===== src/rtl/mem_access_unit.sv =====
// rtl/mem_access_unit.sv - initiator for the 20-bit word RAM port
// Executes single load/store and block copy/fill commands, one RAM access per cycle.
module mem_access_unit #(
    parameter int AW = 10,
    parameter int DW = 20
) (
    input  logic          clk,
    input  logic          rst,
    input  logic          req,
    input  logic [1:0]    op,
    input  logic [AW-1:0] addr,
    input  logic [AW-1:0] dst,
    input  logic [AW-1:0] len,
    input  logic [DW-1:0] wdata,
    output logic          busy,
    output logic          done,
    output logic [DW-1:0] rdata,
    output logic [AW-1:0] ram_addr,
    output logic [DW-1:0] ram_write,
    output logic          ram_str,
    output logic          ram_ld,
    input  logic [DW-1:0] ram_read
);

    typedef enum logic [2:0] {
        S_IDLE, S_LOAD, S_STORE, S_CP_RD, S_CP_WR, S_FILL
    } state_t;

    localparam logic [AW-1:0] ONE = AW'(1);

    state_t        r_state;
    state_t        w_next;
    logic          w_finish;
    logic [AW-1:0] r_src;
    logic [AW-1:0] r_dp;
    logic [AW-1:0] r_cnt;
    logic [DW-1:0] r_val;
    logic [DW-1:0] r_rdata;
    logic          r_done;

    always_ff @(posedge clk or posedge rst) begin
        if (rst) begin
            r_state <= S_IDLE;
        end else begin
            r_state <= w_next;
        end
    end

    // w_finish marks the last edge of a command; done is its registered copy
    always_comb begin
        w_next   = r_state;
        w_finish = 1'b0;
        case (r_state)
            S_IDLE: begin
                if (req) begin
                    case (op)
                        2'b00: w_next = S_LOAD;
                        2'b01: w_next = S_STORE;
                        2'b10: begin
                            if (len != '0) w_next = S_CP_RD;
                            else           w_finish = 1'b1;
                        end
                        default: begin
                            if (len != '0) w_next = S_FILL;
                            else           w_finish = 1'b1;
                        end
                    endcase
                end
            end
            S_LOAD, S_STORE: begin
                w_next   = S_IDLE;
                w_finish = 1'b1;
            end
            S_CP_RD: w_next = S_CP_WR;
            S_CP_WR: begin
                if (r_cnt == ONE) begin
                    w_next   = S_IDLE;
                    w_finish = 1'b1;
                end else begin
                    w_next = S_CP_RD;
                end
            end
            S_FILL: begin
                if (r_cnt == ONE) begin
                    w_next   = S_IDLE;
                    w_finish = 1'b1;
                end
            end
            default: w_next = S_IDLE;
        endcase
    end

    always_comb begin
        busy      = (r_state != S_IDLE);
        ram_addr  = '0;
        ram_write = '0;
        ram_str   = 1'b0;
        ram_ld    = 1'b0;
        case (r_state)
            S_LOAD, S_CP_RD: begin
                ram_ld   = 1'b1;
                ram_addr = r_src;
            end
            S_STORE: begin
                ram_str   = 1'b1;
                ram_addr  = r_src;
                ram_write = r_val;
            end
            S_CP_WR: begin
                ram_str   = 1'b1;
                ram_addr  = r_dp;
                ram_write = r_rdata;
            end
            S_FILL: begin
                ram_str   = 1'b1;
                ram_addr  = r_dp;
                ram_write = r_val;
            end
            default: ;
        endcase
    end

    always_ff @(posedge clk or posedge rst) begin
        if (rst) begin
            r_src   <= '0;
            r_dp    <= '0;
            r_cnt   <= '0;
            r_val   <= '0;
            r_rdata <= '0;
            r_done  <= 1'b0;
        end else begin
            r_done <= w_finish;
            case (r_state)
                S_IDLE: begin
                    if (req) begin
                        r_src <= addr;
                        r_dp  <= dst;
                        r_cnt <= len;
                        r_val <= wdata;
                    end
                end
                S_LOAD: r_rdata <= ram_read;
                S_CP_RD: begin
                    r_rdata <= ram_read;
                    r_src   <= r_src + ONE;
                end
                S_CP_WR, S_FILL: begin
                    r_dp  <= r_dp + ONE;
                    r_cnt <= r_cnt - ONE;
                end
                default: ;
            endcase
        end
    end

    assign done  = r_done;
    assign rdata = r_rdata;

endmodule


===== config.mk =====
export PLATFORM = sky130hd
export DESIGN_NAME = mem_access_unit
export DESIGN_NICKNAME = d
export VERILOG_FILES = /design/src/rtl/mem_access_unit.sv
export SDC_FILE = /design/constraint.sdc
export NUM_CORES = 1
export LEC_CHECK = 0
export ABC_CLOCK_PERIOD_IN_PS = 4000
export CORE_MARGIN = 2
export CORE_UTILIZATION = 49
export CTS_CLUSTER_SIZE = 24
export DETAILED_ROUTE_END_ITERATION = 8
export PLACE_DENSITY_LB_ADDON = 0.2
export SYNTH_ARGS = -nofsm -noshare
export SYNTH_HDL_FRONTEND = slang
export SYNTH_SLANG_ARGS = --single-unit

===== constraint.sdc =====
create_clock -name clk -period 4 [get_ports clk]
set_input_delay 0.6 -clock clk [delete_from_list [all_inputs] [get_ports clk]]
set_output_delay 0.6 -clock clk [all_outputs]
set_load 0.05 [all_outputs]

* Yosys cells after proc, flatten, opt, wreduce, memory -nomap -nowiden
Cells that the tools add are included.
** Operators by class
- Add/subtract/negate cells :: 3
- Multipliers :: 0
- Divide/modulo/power cells :: 0
- $lt $le $gt $ge :: 0
- Eq/ne operators :: 12
- Shifts and indexed selects :: 0
- Muxes and demuxes :: 22
- Bitwise logic cells :: 0
- Reductions and logical operators :: 17
** Operators with widths (number)
- case mux 10 bit (2 select lines) :: 4
- case mux 20 bit (2 select lines) :: 1
- two-way mux 10 bit :: 3
- adder 10 x 1 -> 10 bit (second input constant) :: 2
- two-way mux 3 bit :: 4
- case mux 3 bit (4 select lines) :: 1
- == test 10 x 1 -> 1 bit (second input constant) :: 1
- nonzero test 10 bit :: 1
- OR reduction 2 bit :: 5
- subtractor 10 x 1 -> 10 bit (second input constant) :: 1
- case mux 3 bit (3 select lines) :: 1
- == test 3 x 2 -> 1 bit (second input constant) :: 2
- == test 3 bit (second input constant) :: 2
- two-way mux 1 bit :: 6
- AND reduction 2 bit :: 3
- OR reduction 3 bit :: 2
- != test 2 bit (second input constant) :: 2
- != test 4 x 2 -> 1 bit (second input constant) :: 1
- AND reduction 4 bit :: 1
- nonzero test 2 bit :: 2
- == test 3 x 1 -> 1 bit (second input constant) :: 1
- zero test 3 bit :: 1
- != test 3 bit (second input constant) :: 1
- case mux 1 bit (3 select lines) :: 1
- 5 further kinds :: 5
** Word-level totals
- Flip-flop bits (word level) :: 74
- Bits in latches :: 0
- RAM bits :: 0
- ROM bits :: 0
- Input port bits :: 75
- Logic and storage cells :: 61
- Memories kept :: 0

* Longest topological paths before layout
Gate-level depths: netlist of run 1.
- Depth in word-level cells :: 5
- Gate-level depth with buffers :: 7

* Worst setup path after synthesis of run 1
Ideal clock, no wire load.
- Path type :: register to output
- Start :: reg r_state[2]
- End :: out ram_write[0]
- Arrival :: 1784 ps
- Required time :: 3400 ps
- Setup slack :: 1616 ps
- Stages on the path, launching flop included :: 7
- Cells stage by stage :: dfrtp_1 -> clkbuf_1 -> nor2b_1 -> buf_2 -> a21o_1 -> clkbuf_1 -> a22o_1
** Between the ends
- Cells in the longest elaborated chain, start to end :: 3
** RTL lines
- start: declaration :: line 31 : state_t r_state;
- start signal: assignment :: line 45 : r_state <= w_next;
- == test 3 bit / == test 3 x 2 -> 1 bit (equally long branches) :: line 99 : case (r_state)
- OR reduction 2 bit (no line)
- case mux 20 bit (2 select lines) * :: line 99
- end: declaration :: line 19 : output logic [DW-1:0] ram_write,
Mark *: on every way between the ends. The rest lies on a longest branch, timed or not.

* Worst setup path in the final report of run 1
- Start :: reg r_state[0]
- End :: out ram_addr[1]
** Between the ends
- Cells in the longest elaborated chain, start to end :: 3
** RTL lines
- == test 3 x 1 -> 1 bit, or another cell as far along :: line 99
- OR reduction 3 bit (no line) / OR reduction 2 bit (equally long branches)
- case mux 10 bit (2 select lines) * :: line 99
- end: declaration :: line 18 : output logic [AW-1:0] ram_addr,
Marks and branches as above.

==> parameters.txt, run 1 <==
Parameter                              Value

Run status
  Status ... completed

Critical path
  Worst reg2reg path depth ... 4
  Number of cells on the critical path ... 4
  CP startpoint kind ... register
  Cell mode on critical path ... sky130_fd_sc_hd__nor2_1
  Crit-path leading delay family ... buffers and inverters
  RR Startpoint ... r_state[0]
  Critical path required time ... 3.40 ns
  Endpoint of the worst setup timing path ... ram_addr[1]
  Critical path arrival ... 2.61 ns
  Reg2Reg Capture Point ... r_src[3]
  Crit path kind ... reg2out
  Launching instance or port of the critical path ... r_state[0]
  Reg2reg setup slack ... 1.66 ns
  Worst-path cell with the longest stage delay ... sky130_fd_sc_hd__clkdlybuf4s50_1
  List of cells traversed by the critical path ... nor2_1, nor2_1, a22o_1, clkdlybuf4s50_1
  Buffers and inverters on the worst path ... 1
  Category of the worst setup path capture point ... output port
  Crit path max fanout ... 10
  Stage delay of the slowest cell on the critical path ... 0.80 ns

STA
  Peak clock frequency supported by timing ... 311.7 MHz
  Worst slew pin tran ... 0.9408 ns
  Post-layout min period ... 3.208 ns
  Maximum clock skew at final layout ... 0.007342 ns
  Period utilisation layout ... 80.21%
  Smallest hold slack ... 0.4788 ns
  Post-layout worst setup margin ... 0.7915 ns
  Setup TNS Final ... 0 ns
  Total count of hold-check failures in the final report ... 0
  Setup repair after global routing missed its margin ... false
  Total setup violations reported at the end of the flow ... 0
  Tightest slew margin relative to the limit ... 37.28%
  Count of final max-slew check failures ... 0

Power
  PwrDens ... 985.8 mW/mm2
  Worst vdd rail ir drop ... 0.7733 mV
  Pwr Total ... 5.495 mW
  Static Leak ... 2.372 nW

Drt
  Via-per-instance ratio ... 5.795
  Total Routed Length ... 10.27 mm
  Via count ... 3587
  Violation count after the first detailed-routing iteration ... 171
  Count of nets left with antenna violations after detail routing ... 0
  Mean routed wirelength per cell ... 16.58 um
  Total DRC errors in the routed layout ... 0
  1st-pass router iterations ... 5

Floorplanning
  Width of the die ... 91.93 um
  Num ports ... 129
  Core region area ... 0.007607 mm2
  Initial Utilization ... 49.80%
  Area enclosed by the die boundary ... 0.008451 mm2
  Standard-cell row count ... 32
  Vertical extent of the die ... 91.93 um

Synthesis
  Average footprint of a synthesized cell ... 9.567 um2
  Synthesis warning total ... 0
  Synthesized instance count ... 396
  Number of different library cells in the post-synthesis netlist ... 47
  Synthesis-stage register bit count ... 74
  Number of synthesized flops with an enable pin ... 0
  Syn Std Cell Area ... 0.003789 mm2
  Synthesized Nets ... 479
  Share of the yosys chip area belonging to registers ... 48.88%
  Asr flop ratio synth ... 100.0%
  Predominant post-synthesis flop cell ... sky130_fd_sc_hd__dfrtp_1

Finish
  Fraction of final layout cells sized beyond drive strength 1 ... 14.31%
  Final design instance area without fill ... 0.005574 mm2
  Final Instance Count excl. Fillers ... 619
  Utilization after layout ... 73.27%
  Post-layout nets ... 595
  Antenna cells ... 0
  Area added between synthesis and finish ... 47.13%
  Filler cell count in the final layout ... 554

Placed design
  Placed instance count ... 603
  # port buffers ... 128
  Placement-stage worst setup slack ... 1.130 ns
  Placed Instance Area ... 0.005346 mm2
  Dpl hpwl ... 7.171 mm
  Routability Congestion ... 0.9353

Global route
  Wire length of the first global-routing pass ... 17.15 mm
  Total GRT Usage ... 25.53%
  Global-route congestion overflow total ... 0
  Antenna violations before repair ... 0
  Via count of the first global-routing pass ... 3565
  Pin count of the biggest net entering global routing ... 44

Clocking
  H-Tree Level Count ... 3
  CTS root buf ... sky130_fd_sc_hd__clkbuf_8
  # resized after CTS ... 0
  CTS buffer count ... 9
  Clock latency on the worst-skew pair ... 0.34 ns
  Clock sink count ... 74
  Clock tree from TritonCTS ... built
  Number of buffers on the longest clock path ... 2
  Hold buffer count at CTS ... 0
  Clk pin slew, worst setup/hold paths ... 0.08 ns
  Number of buffers inserted by post-CTS setup repair ... 0

Run
  Max_cap viols ... 0

Min path
  Kind of path behind the tightest hold check ... reg2reg
==> power by group <==
part / total (mW) / internal, mW / switching [mW]
registers: 1.49 / 1.12 / 0.370
logic: 3.34 / 1.34 / 2.00
clock network: 0.663 / 0.369 / 0.293
total: 5.49 / 2.83 / 2.66
==> synthesized netlist by cell type (3+ instances only) <==
| cell type | count | area, um2 |
|---|---|---|
| sky130_fd_sc_hd__o32ai_1 | 3 | 26.28 |
| sky130_fd_sc_hd__a21oi_1 | 15 | 75.07 |
| sky130_fd_sc_hd__nor3_1 | 8 | 40.04 |
| sky130_fd_sc_hd__inv_1 | 8 | 30.03 |
| sky130_fd_sc_hd__nor4_1 | 4 | 25.02 |
| sky130_fd_sc_hd__a311oi_1 | 11 | 96.34 |
| sky130_fd_sc_hd__o21ai_0 | 5 | 25.02 |
| sky130_fd_sc_hd__mux2_2 | 20 | 225.2 |
| sky130_fd_sc_hd__dfrtp_1 | 74 | 1852 |
| sky130_fd_sc_hd__nor2_1 | 32 | 120.1 |
| sky130_fd_sc_hd__ha_1 | 8 | 100.1 |
| sky130_fd_sc_hd__a211oi_1 | 10 | 75.07 |
| sky130_fd_sc_hd__a22o_1 | 29 | 254.0 |
| sky130_fd_sc_hd__buf_2 | 7 | 35.03 |
| sky130_fd_sc_hd__nand3_1 | 14 | 70.07 |
| sky130_fd_sc_hd__and3_1 | 3 | 18.77 |
| sky130_fd_sc_hd__o211ai_1 | 5 | 37.54 |
| sky130_fd_sc_hd__clkbuf_1 | 22 | 82.58 |
| sky130_fd_sc_hd__nand2_1 | 83 | 311.6 |
==> metal layers <==
metal  track usage, %  routed length [um]
met2            39.71                4790
met5                0                   0
met4            11.44                 199
met3            7.970                1038
met1            32.85                4237
==> tightest hold or removal path, cell delays in order (launching register included) <==
cell and delay (ns):
sky130_fd_sc_hd__dfrtp_1 0.35, sky130_fd_sc_hd__nand2_1 0.05, sky130_fd_sc_hd__nand2_1 0.06
==> area by class of cell <==
| type | instances | area (um2) | area share, % |
|---|---|---|---|
| Timing Repair Buffer | 134 | 1536 | 27.56 |
| Multi-Input combinational cell | 285 | 1800 | 32.30 |
| Clock inverter | 6 | 90.09 | 1.616 |
| Tap cell | 102 | 127.6 | 2.290 |
| Sequential cell | 74 | 1852 | 33.22 |
| Clock buffer | 10 | 137.6 | 2.469 |
| Inverter | 8 | 30.03 | 0.5387 |
==> kinds of logic after synthesis <==
kind of cell	Yosys count	synth area share (%)
buffers and inverters	37	3.897
DFF	74	48.88
AOI/OAI and AO/OA	93	18.89
adders and majority gates	8	2.642
and+or+nand+nor	164	19.75
muxes	20	5.945
==> worst min path at each step <==
stage	from	endpoint	depth (start not counted)
2_1_floorplan	r_val[0]	r_val[0]	2
3_3_place_gp	r_val[9]	r_val[9]	2
3_5_place_dp	r_val[11]	r_val[11]	2
4_1_cts	r_val[11]	r_val[11]	2
5_1_grt	r_val[9]	r_val[9]	2
6_report	r_val[11]	r_val[11]	2
==> registers in the layout, indices dropped and copies added (netlist names) <==
signal / count
r_val: 20
rdata: 20
r_cnt: 10
r_dp: 10
r_src: 10
r_state: 3
done: 1
==> layout by cell type (no fill, tap or decap), drive strengths merged, types with 11 or more instances in the layout <==
cell type and instances:
a21oi 15, a22o 29, a311oi 11, buf 27, clkdlybuf4s50 107, dfrtp 74, mux2 20, nand2 83
nand3 14, nor2 32
(Power assumes the default switching activity.)
==> inputs of run 2 (changes only) <==
ABC_CLOCK_PERIOD_IN_PS = 2550   (was 4000)
CORE_UTILIZATION = 41   (was 49)
clock period = 2.55 ns   (was 4 ns; I/O delays follow)
==> parameters.txt, run 2 (synthesis results as in run 1) <==
Parameter                              Value

Clocking
  Clk pin slew, worst setup/hold paths ... 0.09 ns (was 0.08 ns)
  Clock sink count ... 74 (unchanged)
  CTS root buf ... sky130_fd_sc_hd__clkbuf_8 (unchanged)
  H-Tree Level Count ... 3 (unchanged)
  Clock latency on the worst-skew pair ... 0.36 ns (was 0.34 ns)
  Hold buffer count at CTS ... 0 (unchanged)
  Clock tree from TritonCTS ... built (unchanged)
  Number of buffers on the longest clock path ... 2 (unchanged)
  CTS buffer count ... 9 (unchanged)

Run
  Max_cap viols ... 0 (unchanged)

Finish
  Antenna cells ... 0 (unchanged)
  Final design instance area without fill ... 0.005689 mm2 (was 0.005574 mm2)
  Post-layout nets ... 599 (was 595)
  Most common cell after layout, fill and taps aside ... sky130_fd_sc_hd__clkdlybuf4s50_1 (unchanged)
  Fraction of final layout cells sized beyond drive strength 1 ... 17.47% (was 14.31%)
  Area added between synthesis and finish ... 50.17% (was 47.13%)
  Leading cell types in the layout, fill and taps excluded ... sky130_fd_sc_hd__clkdlybuf4s50_1, sky130_fd_sc_hd__nand2_1, sky130_fd_sc_hd__dfrtp_1 (unchanged)

Drt
  Count of nets left with antenna violations after detail routing ... 0 (unchanged)
  Via count ... 3499 (was 3587)
  Via-per-instance ratio ... 5.536 (was 5.795)
  Total DRC errors in the routed layout ... 0 (unchanged)
  1st-pass router iterations ... 4 (was 5)
  Violation count after the first detailed-routing iteration ... 182 (was 171)
  Total Routed Length ... 10.54 mm (was 10.27 mm)
  Mean routed wirelength per cell ... 16.67 um (was 16.58 um)

STA
  Count of final max-slew check failures ... 0 (unchanged)
  Maximum clock skew at final layout ... 0.01398 ns (was 0.007342 ns)
  Total count of hold-check failures in the final report ... 0 (unchanged)
  Setup repair after global routing missed its margin ... false (unchanged)
  Peak clock frequency supported by timing ... 421.8 MHz
  Post-layout min period ... 2.371 ns
  Setup TNS Final ... 0 ns (unchanged)
  Total setup violations reported at the end of the flow ... 0 (unchanged)
  Period utilisation layout ... 92.97%
  Worst slew pin tran ... 0.6331 ns (was 0.9408 ns)
  Tightest slew margin relative to the limit ... 57.41% (was 37.28%)

Global route
  Total GRT Usage ... 21.64% (was 25.53%)
  Antenna violations before repair ... 0 (unchanged)
  Wire length of the first global-routing pass ... 17.13 mm (was 17.15 mm)
  Via count of the first global-routing pass ... 3479 (was 3565)
  Global-route congestion overflow total ... 0 (unchanged)
  Pin count of the biggest net entering global routing ... 75 (was 44)

Placed design
  Placed Instance Area ... 0.005498 mm2 (was 0.005346 mm2)
  # port buffers ... 128 (unchanged)
  Routability Congestion ... 0.8057 (was 0.9353)
  Dpl hpwl ... 7.619 mm (was 7.171 mm)

Min path
  Kind of path behind the tightest hold check ... in2async (was reg2reg)

Floorplanning
  Core region area ... 0.009109 mm2 (was 0.007607 mm2)
  Initial Utilization ... 41.59% (was 49.80%)
  Width of the die ... 100.1 um (was 91.93 um)
  Vertical extent of the die ... 100.1 um (was 91.93 um)
  Num ports ... 129 (unchanged)
  Area enclosed by the die boundary ... 0.01003 mm2 (was 0.008451 mm2)
  Standard-cell row count ... 35 (was 32)

Critical path
  Category of the worst setup path capture point ... output port (unchanged)
  CP startpoint kind ... register (unchanged)
  Critical path required time ... 2.17 ns (was 3.40 ns)
  Crit path kind ... reg2out (unchanged)
  Worst reg2reg path depth ... 4 (unchanged)
  Crit path max fanout ... 21 (was 10)
  Critical path arrival ... 1.99 ns (was 2.61 ns)

Power
  Static Leak ... 2.441 nW (was 2.372 nW)
  PwrDens ... 1555 mW/mm2 (was 985.8 mW/mm2)
  Worst vdd rail ir drop ... 1.004 mV (was 0.7733 mV)

Run status
  Status ... completed (unchanged)
run 2: cell count changes in the layout (fill, tap and decap cells not counted), moves of 2 or more:
cell / change
sky130_fd_sc_hd__inv_6: +3
sky130_fd_sc_hd__buf_4: +4
sky130_fd_sc_hd__buf_12: +11
sky130_fd_sc_hd__clkdlybuf4s50_1: -12
sky130_fd_sc_hd__bufinv_16: -2
run 2: path summary, 6_finish.rpt:
path                       slack [ns]  startpoint        end
setup / recovery                 0.18  r_state[2]    ram_str
hold / removal                   0.42         rst  rdata[16]
setup reg to reg                 0.42  r_state[0]   r_cnt[4]
hold reg to reg                  0.49    r_val[9]   r_val[9]
max in group asynchronous        1.81         rst   r_cnt[5]
min in group clk                 0.49    r_val[9]   r_val[9]
run 2: repair_timing:
action                     4_1_cts  5_1_grt
setup buffers                    0        0
gates resized for setup          0        3
setup endpoints to repair        0       21
run 2: cell type report:
type                    count  area, um2
clock inverters             7      58.81
clock buffers               9      123.9
multi-input cells         285       1807
repair buffers            138       1679
well taps                 111      138.9
flip-flops and latches     74       1852
fillers                   766       3420
inverters                   8      30.03
run 2: routing by layer:
metal,GRT usage (%),part of all wire [%]
met1,28.19,42
met2,33.61,47
met3,8.705,9.7
met4,5.901,1.0
met5,0,0
run 2: power by group:
| part | internal, mW | switching, mW |
|---|---|---|
| sequential | 1.76 | 0.590 |
| clock | 0.370 | 0.494 |
| combinational | 2.42 | 3.21 |
run 2: critical path, stage by stage, from the launching register on:
cell and delay [ns]:
sky130_fd_sc_hd__dfrtp_1 0.53, sky130_fd_sc_hd__nor2b_1 0.22, sky130_fd_sc_hd__a21o_1 0.19, sky130_fd_sc_hd__buf_4 0.20
sky130_fd_sc_hd__or2_2 0.33, sky130_fd_sc_hd__buf_12 0.16
run 2: stage by stage:
stage	power (mW)	worst slack [ns]	util [%]	std cells	hold slack, ns
finish	8.846	0.1794	62.46	632	0.4241
global route	9.346	0.01383	62.46	632	0.4864
CTS	8.898	0.07724	62.36	632	0.4337
detailed placement	8.019	0.08016	60.36	616	0.4645
global placement	7.918	0.1554	60.36	616	0.4587
floorplan	5.647	0.2859	-	396	0.4466
==> inputs of run 3 (changes only) <==
CTS_CLUSTER_SIZE = unset   (was 24)
==> results of run 3 <==
Final layout, timing and power as in run 2 (identical DEF).
